$ cat src/rtl/turbo_enc_pkg.sv
// Shared constants for the turbo encoder, its serialising output block and the
// output scheduler: symbol cadence, frame geometry, FSM state codes and mode codes.
package turbo_enc_pkg;

   localparam int unsigned SYM_PERIOD   = 12;  // clocks per encoder symbol
   localparam int unsigned TAIL_SYMS    = 3;   // termination symbols per frame
   localparam int unsigned K_W          = 13;  // width of block length / symbol index
   localparam int unsigned FLUSH_CYCLES = 48;  // drain window after the last tail symbol
   localparam int unsigned PHASE_W      = $clog2(SYM_PERIOD);
   localparam int unsigned FLUSH_W      = $clog2(FLUSH_CYCLES);
   localparam int unsigned STATE_W      = 3;

   // Scheduler states
   localparam logic [STATE_W-1:0] ST_IDLE  = 3'd0;
   localparam logic [STATE_W-1:0] ST_DATA  = 3'd1;
   localparam logic [STATE_W-1:0] ST_TAIL  = 3'd2;
   localparam logic [STATE_W-1:0] ST_FLUSH = 3'd3;
   localparam logic [STATE_W-1:0] ST_DONE  = 3'd4;

   // Output block mode encodings
   localparam logic MODE_NORMAL = 1'b0;
   localparam logic MODE_TERM   = 1'b1;

   // True in the states where the output block is being fed (validIn high)
   function automatic logic is_active(input logic [STATE_W-1:0] st);
      return (st == ST_DATA) || (st == ST_TAIL) || (st == ST_FLUSH);
   endfunction

endpackage

$ cat src/rtl/turbo_out_scheduler_if.sv
// Control bundle between frame/MAC control and the turbo output scheduler.
//   start, blk_len, abort           : frame requests from control (master -> slave)
//   enc_step, ob_valid, ob_mode     : encoder / output block pacing (slave -> master)
//   busy, done, err, sym_cnt        : status back to control (slave -> master)
interface turbo_out_scheduler_if;
   import turbo_enc_pkg::*;

   logic           start;
   logic [K_W-1:0] blk_len;
   logic           abort;
   logic           enc_step;
   logic           ob_valid;
   logic           ob_mode;
   logic           busy;
   logic           done;
   logic           err;
   logic [K_W-1:0] sym_cnt;

   modport master (
      output start, blk_len, abort,
      input  enc_step, ob_valid, ob_mode, busy, done, err, sym_cnt
   );

   modport slave (
      input  start, blk_len, abort,
      output enc_step, ob_valid, ob_mode, busy, done, err, sym_cnt
   );

endinterface

$ cat src/rtl/turbo_out_scheduler_sym_phase_counter.sv
// Modulo-SYM_PERIOD phase counter aligned with the output block write cadence.
//   clk, reset : clock, async active-low reset
//   en         : advance phase this cycle
//   clr        : synchronous clear to phase 0 (wins over en)
//   phase      : registered phase 0..SYM_PERIOD-1
//   first_c    : phase == 0 (decode of the register)
//   last_c     : phase == SYM_PERIOD-1 (decode of the register)
module sym_phase_counter
   import turbo_enc_pkg::*;
(
   input  logic               clk,
   input  logic               reset,
   input  logic               en,
   input  logic               clr,
   output logic [PHASE_W-1:0] phase,
   output logic               first_c,
   output logic               last_c
);

   assign first_c = (phase == '0);
   assign last_c  = (phase == PHASE_W'(SYM_PERIOD - 1));

   // Wrap at the end of each symbol period
   always_ff @(posedge clk or negedge reset) begin
      if (!reset) begin
         phase <= '0;
      end else if (clr) begin
         phase <= '0;
      end else if (en) begin
         phase <= last_c ? '0 : phase + PHASE_W'(1);
      end
   end

endmodule

$ cat src/rtl/turbo_out_scheduler.sv
// Frame sequencer for the turbo encoder output block: K data symbols in normal
// mode, TAIL_SYMS termination symbols, then a flush window before validIn drops.
//   clk, reset : clock, async active-low reset
//   bus        : slave side of the control bundle (start/blk_len/abort in;
//                enc_step/ob_valid/ob_mode/busy/done/err/sym_cnt out, all registered)
module turbo_out_scheduler
   import turbo_enc_pkg::*;
(
   input  logic                  clk,
   input  logic                  reset,
   turbo_out_scheduler_if.slave  bus
);

   logic [STATE_W-1:0] state_q, state_d;
   logic [K_W-1:0]     k_q, k_d;
   logic [K_W-1:0]     sym_cnt_q, sym_cnt_d;
   logic [FLUSH_W-1:0] flush_q, flush_d;

   logic enc_step_q, enc_step_d;
   logic ob_valid_q, ob_valid_d;
   logic ob_mode_q, ob_mode_d;
   logic busy_q, busy_d;
   logic done_q, done_d;
   logic err_q, err_d;

   logic               phase_en, phase_clr;
   logic [PHASE_W-1:0] phase;
   logic               first_c, last_c;
   logic               abort_frame;

   // Abort only acts on a running frame; in IDLE it just masks start
   assign abort_frame = bus.abort && (state_q != ST_IDLE);
   assign phase_en    = is_active(state_q);
   assign phase_clr   = !is_active(state_q) || abort_frame;

   sym_phase_counter u_phase (
      .clk     (clk),
      .reset   (reset),
      .en      (phase_en),
      .clr     (phase_clr),
      .phase   (phase),
      .first_c (first_c),
      .last_c  (last_c)
   );

   // State and counter registers
   always_ff @(posedge clk or negedge reset) begin
      if (!reset) begin
         state_q   <= ST_IDLE;
         k_q       <= '0;
         sym_cnt_q <= '0;
         flush_q   <= '0;
      end else begin
         state_q   <= state_d;
         k_q       <= k_d;
         sym_cnt_q <= sym_cnt_d;
         flush_q   <= flush_d;
      end
   end

   // Next state, counters and registered-output next values
   always_comb begin
      state_d    = state_q;
      k_d        = k_q;
      sym_cnt_d  = sym_cnt_q;
      flush_d    = '0;
      enc_step_d = 1'b0;
      ob_valid_d = 1'b0;
      ob_mode_d  = MODE_NORMAL;
      busy_d     = 1'b0;
      done_d     = 1'b0;
      err_d      = 1'b0;

      case (state_q)
         ST_IDLE: begin
            if (bus.start && !bus.abort) begin
               if (bus.blk_len != '0) begin
                  state_d   = ST_DATA;
                  k_d       = bus.blk_len;
                  sym_cnt_d = '0;
               end else begin
                  err_d = 1'b1;
               end
            end
         end
         ST_DATA: begin
            if (last_c) begin
               if (sym_cnt_q == k_q - K_W'(1)) begin
                  state_d   = ST_TAIL;
                  sym_cnt_d = '0;
               end else begin
                  sym_cnt_d = sym_cnt_q + K_W'(1);
               end
            end
         end
         ST_TAIL: begin
            if (last_c) begin
               if (sym_cnt_q == K_W'(TAIL_SYMS - 1)) begin
                  state_d   = ST_FLUSH;
                  sym_cnt_d = '0;
               end else begin
                  sym_cnt_d = sym_cnt_q + K_W'(1);
               end
            end
         end
         ST_FLUSH: begin
            if (flush_q == FLUSH_W'(FLUSH_CYCLES - 1)) begin
               state_d = ST_DONE;
            end else begin
               flush_d = flush_q + FLUSH_W'(1);
            end
         end
         ST_DONE: begin
            state_d = ST_IDLE;
         end
         default: begin
            state_d = ST_IDLE;
         end
      endcase

      if (abort_frame) begin
         state_d   = ST_IDLE;
         sym_cnt_d = '0;
         flush_d   = '0;
      end

      // Outputs reflect the state being entered so they line up with it
      ob_valid_d = is_active(state_d);
      ob_mode_d  = ((state_d == ST_TAIL) || (state_d == ST_FLUSH)) ? MODE_TERM : MODE_NORMAL;
      busy_d     = (state_d != ST_IDLE);
      done_d     = (state_d == ST_DONE);
      // Strobe when the next cycle is phase 0 of a data or tail symbol
      enc_step_d = ((state_d == ST_DATA) || (state_d == ST_TAIL)) &&
                   ((state_q == ST_IDLE) ? first_c : last_c);
   end

   // Output registers
   always_ff @(posedge clk or negedge reset) begin
      if (!reset) begin
         enc_step_q <= 1'b0;
         ob_valid_q <= 1'b0;
         ob_mode_q  <= MODE_NORMAL;
         busy_q     <= 1'b0;
         done_q     <= 1'b0;
         err_q      <= 1'b0;
      end else begin
         enc_step_q <= enc_step_d;
         ob_valid_q <= ob_valid_d;
         ob_mode_q  <= ob_mode_d;
         busy_q     <= busy_d;
         done_q     <= done_d;
         err_q      <= err_d;
      end
   end

   assign bus.enc_step = enc_step_q;
   assign bus.ob_valid = ob_valid_q;
   assign bus.ob_mode  = ob_mode_q;
   assign bus.busy     = busy_q;
   assign bus.done     = done_q;
   assign bus.err      = err_q;
   assign bus.sym_cnt  = sym_cnt_q;

endmodule

$ cat src/flat_wrapper.sv
// flat-port wrapper written by rule: the top's interface ports become plain ports
module turbo_out_scheduler_flat import turbo_enc_pkg::*;
  (clk, reset, bus_start, bus_blk_len, bus_abort, bus_enc_step, bus_ob_valid, bus_ob_mode, bus_busy, bus_done, bus_err, bus_sym_cnt);
  turbo_out_scheduler_if bus_i ();
  input  logic clk;
  input  logic reset;
  input wire logic [$bits(bus_i.start)-1:0] bus_start;
  input wire logic [$bits(bus_i.blk_len)-1:0] bus_blk_len;
  input wire logic [$bits(bus_i.abort)-1:0] bus_abort;
  output wire logic [$bits(bus_i.enc_step)-1:0] bus_enc_step;
  output wire logic [$bits(bus_i.ob_valid)-1:0] bus_ob_valid;
  output wire logic [$bits(bus_i.ob_mode)-1:0] bus_ob_mode;
  output wire logic [$bits(bus_i.busy)-1:0] bus_busy;
  output wire logic [$bits(bus_i.done)-1:0] bus_done;
  output wire logic [$bits(bus_i.err)-1:0] bus_err;
  output wire logic [$bits(bus_i.sym_cnt)-1:0] bus_sym_cnt;
  assign bus_i.start = bus_start;
  assign bus_i.blk_len = bus_blk_len;
  assign bus_i.abort = bus_abort;
  assign bus_enc_step = bus_i.enc_step;
  assign bus_ob_valid = bus_i.ob_valid;
  assign bus_ob_mode = bus_i.ob_mode;
  assign bus_busy = bus_i.busy;
  assign bus_done = bus_i.done;
  assign bus_err = bus_i.err;
  assign bus_sym_cnt = bus_i.sym_cnt;
  turbo_out_scheduler u_core (.clk(clk), .reset(reset), .bus(bus_i));
endmodule
$ cat config.mk
export PLATFORM = sky130hd
export DESIGN_NAME = turbo_out_scheduler_flat
export DESIGN_NICKNAME = d
export VERILOG_FILES = /design/src/rtl/turbo_enc_pkg.sv /design/src/rtl/turbo_out_scheduler_if.sv /design/src/rtl/turbo_out_scheduler_sym_phase_counter.sv /design/src/rtl/turbo_out_scheduler.sv /design/src/flat_wrapper.sv
export SDC_FILE = /design/constraint.sdc
export NUM_CORES = 1
export LEC_CHECK = 0
export BUFFER_PORTS_ARGS = -buffer_cell sky130_fd_sc_hd__buf_2
export CELL_PAD_IN_SITES_DETAIL_PLACEMENT = 1
export CELL_PAD_IN_SITES_GLOBAL_PLACEMENT = 2
export CORE_UTILIZATION = 39
export CTS_BUF_LIST = sky130_fd_sc_hd__clkbuf_16
export DETAILED_ROUTE_END_ITERATION = 6
export GPL_TIMING_DRIVEN = 0
export HOLD_SLACK_MARGIN = 0.02
export PLACE_DENSITY_LB_ADDON = 0.1
export REMOVE_ABC_BUFFERS = 1
export SLEW_MARGIN = 5
export SYNTH_ARGS = -nofsm -noshare
export SYNTH_HDL_FRONTEND = slang
export SYNTH_SLANG_ARGS = --single-unit
export TNS_END_PERCENT = 20
$ cat constraint.sdc
create_clock -name clk -period 5.8 [get_ports clk]
set_input_delay 0.29 -clock clk [delete_from_list [all_inputs] [get_ports clk]]
set_output_delay 0.29 -clock clk [all_outputs]
set_load 0.01 [all_outputs]
==> run_results.csv, run 1 <==
group,metric,value,unit
route,drc,0,
synthesis,syn_inst,323,
sta,maxSlewViolCount,0,
clock_network,cts_hold_buf,0,
placement,io_buffers,35,
route,drt_iter0_drc,69,
global_route,grt_pass1_wl,13200,um
worst_setup_path,reg2reg_from,"u_core.k_q[0]",
synthesis,synth_edf_count,0,
worst_setup_path,critPathKind,"register to register",
sta,period_share,52.3,%
placement,place_ws,2.77,ns
power_and_ir_drop,vdd_ir_drop_max,0.140,mV
worst_setup_path,worstPathRequired,5.96,ns
finish,final_common_cell,"dfrtp_1",
die,dieArea,0.00790,mm2
global_route,grt-ovfl-total,0,
finish,syn_to_final_growth,12.7,%
clock_network,cts_resized,0,
sta,setup_ws,2.77,ns
worst_hold_path,min_path_type,"input port to asynchronous set/reset pin",
synthesis,postSynthAreaPerCell,9.11,um2
synthesis,ys_types,59,
die,die_h,88.9,um
sta,setup_violations,0,
route,post_drt_wl_per_cell,17.6,um
global_route,grt_antenna_before_repair,0,
route,drt_pass1_iterations,4,
sta,tightest_slew,1.08,ns
finish,most-common-layout-cells,"45 x dfrtp_1, 35 x buf_2, 29 x nor2_1",
placement,hpwlAfterDp,5790,um
worst_setup_path,endpoint_kind,"register",
worst_setup_path,cp.arrival,3.19,ns
die,core_area,0.00729,mm2
worst_setup_path,critPathLaunch,"u_core.k_q[0]",
clock_network,path_clk_slew,0.07,ns
finish,antennaDiodeCount,0,
clock_network,cts.sinks,45,
sta,min_period,3.03,ns
sta,fin_skew,0.00625,ns
die,initial_core_util,40.4,%
outcome,run_status,"finished, final reports clean",
clock_network,cts_buffers,5,
synthesis,ys_warn_count,0,
power_and_ir_drop,p_leak,1.43,nW
run,maxCapViolCount,0,
synthesis,async_flop_share,100,%
global_route,grt_pass1_vias,2546,
sta,max_slew_margin,28.2,%
finish,fillCellCount,890,
clock_network,cts_tree,"built",
worst_setup_path,ff2ff_setup_slack,2.77,ns
sta,setup_tns,0,ns
power_and_ir_drop,cellPowerDensity,387,mW/mm2
global_route,grt_usage,22.2,%
worst_setup_path,r2r_cells,9,
global_route,grt_max_degree,46,
sta,hold_ws,0.200,ns
synthesis,ys.flop_type,"dfrtp_1",
clock_network,cts_root_buffer,"clkbuf_16",
clock_network,htree_levels,2,
route,vias,2541,
die,ios,36,
finish,fin_util,45.5,%
clock_network,clkLatencyLatePin,0.29,ns
finish,drive_gt1_share,20.6,%
die,die_x,88.9,um
route,drt-total-wl,7890,um
die,num_rows,31,
synthesis,seq_area_frac_synth,38.2,%
clock_network,cts_setup_buffers,0,
route,ant_nets,0,
synthesis,synth_area,0.00294,mm2
finish,layout.nets,371,
sta,hold_viol,0,
clock_network,clockBufferDepth,2,
worst_setup_path,setup.worst_path.start_class,"register",
sta,max_freq,0.330,GHz
worst_setup_path,worstPathMaxFanout,12,
synthesis,ys_ff_latch,45,
route,vias_per_cell,5.67,
placement,place.gp.congestion,0.758,
sta,rsz0062_at_grt,"false",
[layer usage]
layer	GRT usage, %	up-vias	part of all wire (%)
li1	-	1229	-
met1	29.8	1275	49
met2	37.3	31	48
met3	3.82	6	2.5
met4	5.43	0	0.91
met5	0	-	0
[worst paths after layout]
check	to
max	u_core.bus.sym_cnt[1]
max in group asynchronous	u_core.k_q[4]
min	u_core.bus.sym_cnt[5]
max reg2reg	u_core.bus.sym_cnt[1]
min in group clk	u_core.k_q[7]
min reg2reg	u_core.flush_q[0]
[power breakdown]
group | internal [W] | switching (W) | leakage (nW)
clock | 0.000158 | 0.000127 | 0.0696
combinational | 0.000224 | 0.000275 | 0.766
sequential | 0.000382 | 0.000119 | 0.591
total | 0.000764 | 0.000522 | 1.43
[flip-flops by register name, indices dropped and copies added, names as in the netlist, 3 cells and up]
name and cells:
u_core.bus.sym_cnt 13, u_core.u_phase.phase 4, u_core.flush_q 6, u_core.k_q 13
u_core.state_q 3
[metrics by stage]
step | area, um2 | instances | power, W
global route | 3320 | 448 | 0.00139
CTS | 3320 | 448 | 0.00130
detailed placement | 3180 | 440 | 0.00101
global placement | 3180 | 440 | 0.000989
finish | 3320 | 448 | 0.00129
floorplan | 2880 | 306 | 0.000849
[synth_stat cells (2+ instances only)]
master | n | area (um2)
a2111oi_0 | 2 | 17.5
a211oi_1 | 3 | 22.5
a21o_1 | 2 | 15.0
a21oi_1 | 12 | 60.1
a221o_1 | 4 | 40.0
a31oi_1 | 6 | 37.5
and2_1 | 2 | 12.5
and3_1 | 9 | 56.3
buf_2 | 2 | 10.0
clkbuf_1 | 15 | 56.3
dfrtp_1 | 45 | 1130
ha_1 | 6 | 75.1
inv_1 | 10 | 37.5
mux2_2 | 13 | 146
nand2_1 | 24 | 90.1
nand2b_1 | 3 | 18.8
nand3_1 | 12 | 60.1
nand4_1 | 2 | 12.5
nand4b_1 | 2 | 17.5
nor2_1 | 29 | 109
nor2b_1 | 3 | 18.8
nor3_1 | 16 | 80.1
nor3b_1 | 5 | 37.5
nor4_1 | 7 | 43.8
o211ai_1 | 2 | 15.0
o211ai_2 | 2 | 25.0
o21a_1 | 4 | 30.0
o21ai_0 | 16 | 80.1
o21ai_1 | 3 | 15.0
or2_2 | 4 | 25.0
or3_1 | 5 | 31.3
or3b_2 | 2 | 17.5
or4_1 | 2 | 15.0
xnor2_1 | 14 | 123
xor2_1 | 11 | 96.3
[final cells by class]
type                    count  area (um2)  share of cell area (%)
multi-input cells         251        1710                    51.6
clock inverters             3        17.5                   0.528
inverters                  10        37.5                    1.13
flip-flops and latches     45        1130                    33.9
well taps                  99         124                    3.73
clock buffers               5         125                    3.77
repair buffers             35         175                    5.28
[worst max-delay path, stage by stage, from the launching register on]
cell,delay (ns)
dfrtp_1,0.48
inv_1,0.10
ha_1,0.43
or3b_2,0.48
nor4_1,0.35
xnor2_1,0.13
and4bb_2,0.32
a41oi_1,0.16
o21ai_2,0.34
o21ai_0,0.12
[cells by family (layout without fill, tap and decap cells)]
logic type	after synthesis	in the layout	share of synthesized area, %
flip-flops	45	45	38.2
AND/OR/NAND/NOR	134	134	24.8
adder cells (fa/ha/maj)	7	7	2.89
AO/OA/AOI/OAI	71	71	17.8
XOR/XNOR	25	25	7.44
multiplexers	14	14	5.31
buffers and inverters	27	53	3.53
(Power assumes the default switching activity.)
==> inputs of run 2 (changes only) <==
--- a/config.mk
+++ b/config.mk
@@ -8,7 +8,7 @@
 export BUFFER_PORTS_ARGS = -buffer_cell sky130_fd_sc_hd__buf_2
 export CELL_PAD_IN_SITES_DETAIL_PLACEMENT = 1
 export CELL_PAD_IN_SITES_GLOBAL_PLACEMENT = 2
-export CORE_UTILIZATION = 39
+export CORE_UTILIZATION = 36
 export CTS_BUF_LIST = sky130_fd_sc_hd__clkbuf_16
 export DETAILED_ROUTE_END_ITERATION = 6
 export GPL_TIMING_DRIVEN = 0
==> constraint.sdc (replaced) <==
create_clock -name clk -period 3.1 [get_ports clk]
set_input_delay 0.155 -clock clk [delete_from_list [all_inputs] [get_ports clk]]
set_output_delay 0.155 -clock clk [all_outputs]
set_load 0.01 [all_outputs]
==> run_results.csv, run 2 (synthesis gave the netlist of run 1 again) <==
group,metric,value,unit
outcome,run_status,"finished, final reports clean",
sta,rsz0062_at_grt,"false",
finish,layout.nets,371,
power_and_ir_drop,vdd_ir_drop_max,0.295,mV
placement,io_buffers,35,
finish,most-common-layout-cells,"45 x dfrtp_1, 35 x buf_2, 29 x nor2_1",
route,post_drt_wl_per_cell,17.6,um
run,maxCapViolCount,0,
route,ant_nets,0,
worst_setup_path,worstPathMaxFanout,12,
worst_setup_path,endpoint_kind,"register",
placement,place.gp.congestion,0.763,
sta,setup_violations,0,
power_and_ir_drop,cellPowerDensity,745,mW/mm2
sta,hold_viol,0,
die,die_h,92.4,um
sta,maxSlewViolCount,0,
clock_network,htree_levels,2,
worst_setup_path,critPathMaxStageDelay,0.56,ns
worst_setup_path,worstPathRequired,3.27,ns
route,drt_pass1_iterations,4,
die,initial_core_util,37.7,%
route,drt-total-wl,7930,um
global_route,grt_antenna_before_repair,0,
clock_network,cts_buffers,5,
sta,period_share,91.2,%
global_route,grt-ovfl-total,0,
die,num_rows,32,
sta,setup_tns,0,ns
route,vias_per_cell,5.59,
route,drc,0,
finish,final_common_cell,"dfrtp_1",
route,vias,2522,
placement,dpl_cell_area,0.00318,mm2
die,ios,36,
placement,hpwlAfterDp,5790,um
route,drt_iter0_drc,86,
worst_setup_path,setup.worst_path.start_class,"register",
worst_setup_path,crit_chain,"or3_1, or4_1, a311oi_1, a311o_2, nand4bb_1, and2_1, a221o_1",
clock_network,cts_root_buffer,"clkbuf_16",
finish,fin_util,43.2,%
clock_network,cts.sinks,45,
clock_network,cts_setup_buffers,0,
clock_network,clockBufferDepth,2,
die,die_x,92.4,um
finish,drive_gt1_share,21.5,%
sta,max_freq,0.354,GHz
clock_network,clkLatencyLatePin,0.29,ns
finish,syn_to_final_growth,14.4,%
global_route,grt_pass1_wl,13400,um
sta,max_slew_margin,27.3,%
finish,antennaDiodeCount,0,
worst_setup_path,cp.arrival,3.00,ns
worst_setup_path,critPathKind,"register to register",
power_and_ir_drop,p_leak,1.44,nW
global_route,grt_pass1_vias,2563,
die,dieArea,0.00854,mm2
worst_hold_path,min_path_type,"input port to asynchronous set/reset pin",
finish,post-route-cell-area,0.00337,mm2
global_route,grt_max_degree,46,
sta,fin_skew,0.00673,ns
clock_network,path_clk_slew,0.07,ns
worst_setup_path,slowest_stage,"dfrtp_1",
sta,tightest_slew,1.09,ns
sta,min_period,2.83,ns
global_route,grt_usage,20.1,%
die,core_area,0.00781,mm2
clock_network,cts_tree,"built",
-- run 2: cell types whose count changed in the layout (fill, tap and decap cells not counted) --
cell | before | now
bufinv_16 | 0 | 1
ha_1 | 6 | 5
nand3_2 | 0 | 1
inv_8 | 0 | 1
nor4_2 | 0 | 1
clkinvlp_4 | 1 | 0
clkinv_4 | 0 | 1
nand3_1 | 12 | 11
clkinv_2 | 2 | 0
ha_2 | 0 | 1
nor4_1 | 7 | 6
-- run 2: stage by stage --
| stage | std cells | total power (W) | worst slack [ns] | hold slack [ns] |
|---|---|---|---|---|
| global route | 451 | 0.00270 | 0.0427 | 0.115 |
| finish | 451 | 0.00251 | 0.272 | 0.0583 |
| CTS | 451 | 0.00254 | 0.0416 | 0.0953 |
| floorplan | 306 | 0.00159 | 0.621 | -0.141 |
| global placement | 443 | 0.00186 | 0.0966 | 0.404 |
| detailed placement | 443 | 0.00188 | 0.0546 | 0.413 |
-- run 2: final timing paths --
kind	from	to	slack (ns)	cells past startpoint
max in group asynchronous	reset	u_core.bus.sym_cnt[7]	2.36	1
max reg2reg	u_core.k_q[2]	u_core.bus.sym_cnt[8]	0.27	7
min	reset	u_core.bus.sym_cnt[5]	0.06	1
min reg2reg	u_core.flush_q[0]	u_core.flush_q[0]	0.47	1
max	u_core.k_q[2]	u_core.bus.sym_cnt[8]	0.27	7
min in group clk	bus_blk_len[10]	u_core.k_q[10]	0.11	2
-- run 2: cell type report --
class / count / area [um2]
multi-input cells: 251 / 1730
fillers: 957 / 4440
clock buffers: 5 / 125
repair buffers: 35 / 175
flip-flops and latches: 45 / 1130
inverters: 10 / 37.5
well taps: 102 / 128
clock inverters: 3 / 50.0
-- run 2: layer usage --
metal	vias to the layer above	wire [um]	global-route usage (%)
li1	1240	-	-
met1	1248	3850	26.7
met2	32	3800	34.3
met3	2	228	3.12
met4	0	46	4.69
met5	-	0	0
-- run 2: power by group --
part           switching, W  internal, W  total [W]
clock network      0.000250     0.000388   0.000638
logic              0.000512     0.000422   0.000933
registers          0.000223     0.000714   0.000937
total              0.000985      0.00152    0.00251
-- run 2: timing repair --
item / 4_1_cts / 5_1_grt
hold buffers: 0 / 0
setup endpoints to repair: 0 / 16
gates resized for setup: 0 / 3
-- run 2: worst max-delay path, delay by kind of cell, from the launching register on --
| family | cells | cell delay [ns] |
|---|---|---|
| flip-flops | 1 | 0.56 |
| AO/OA/AOI/OAI | 3 | 0.82 |
| AND/OR/NAND/NOR | 4 | 1.32 |
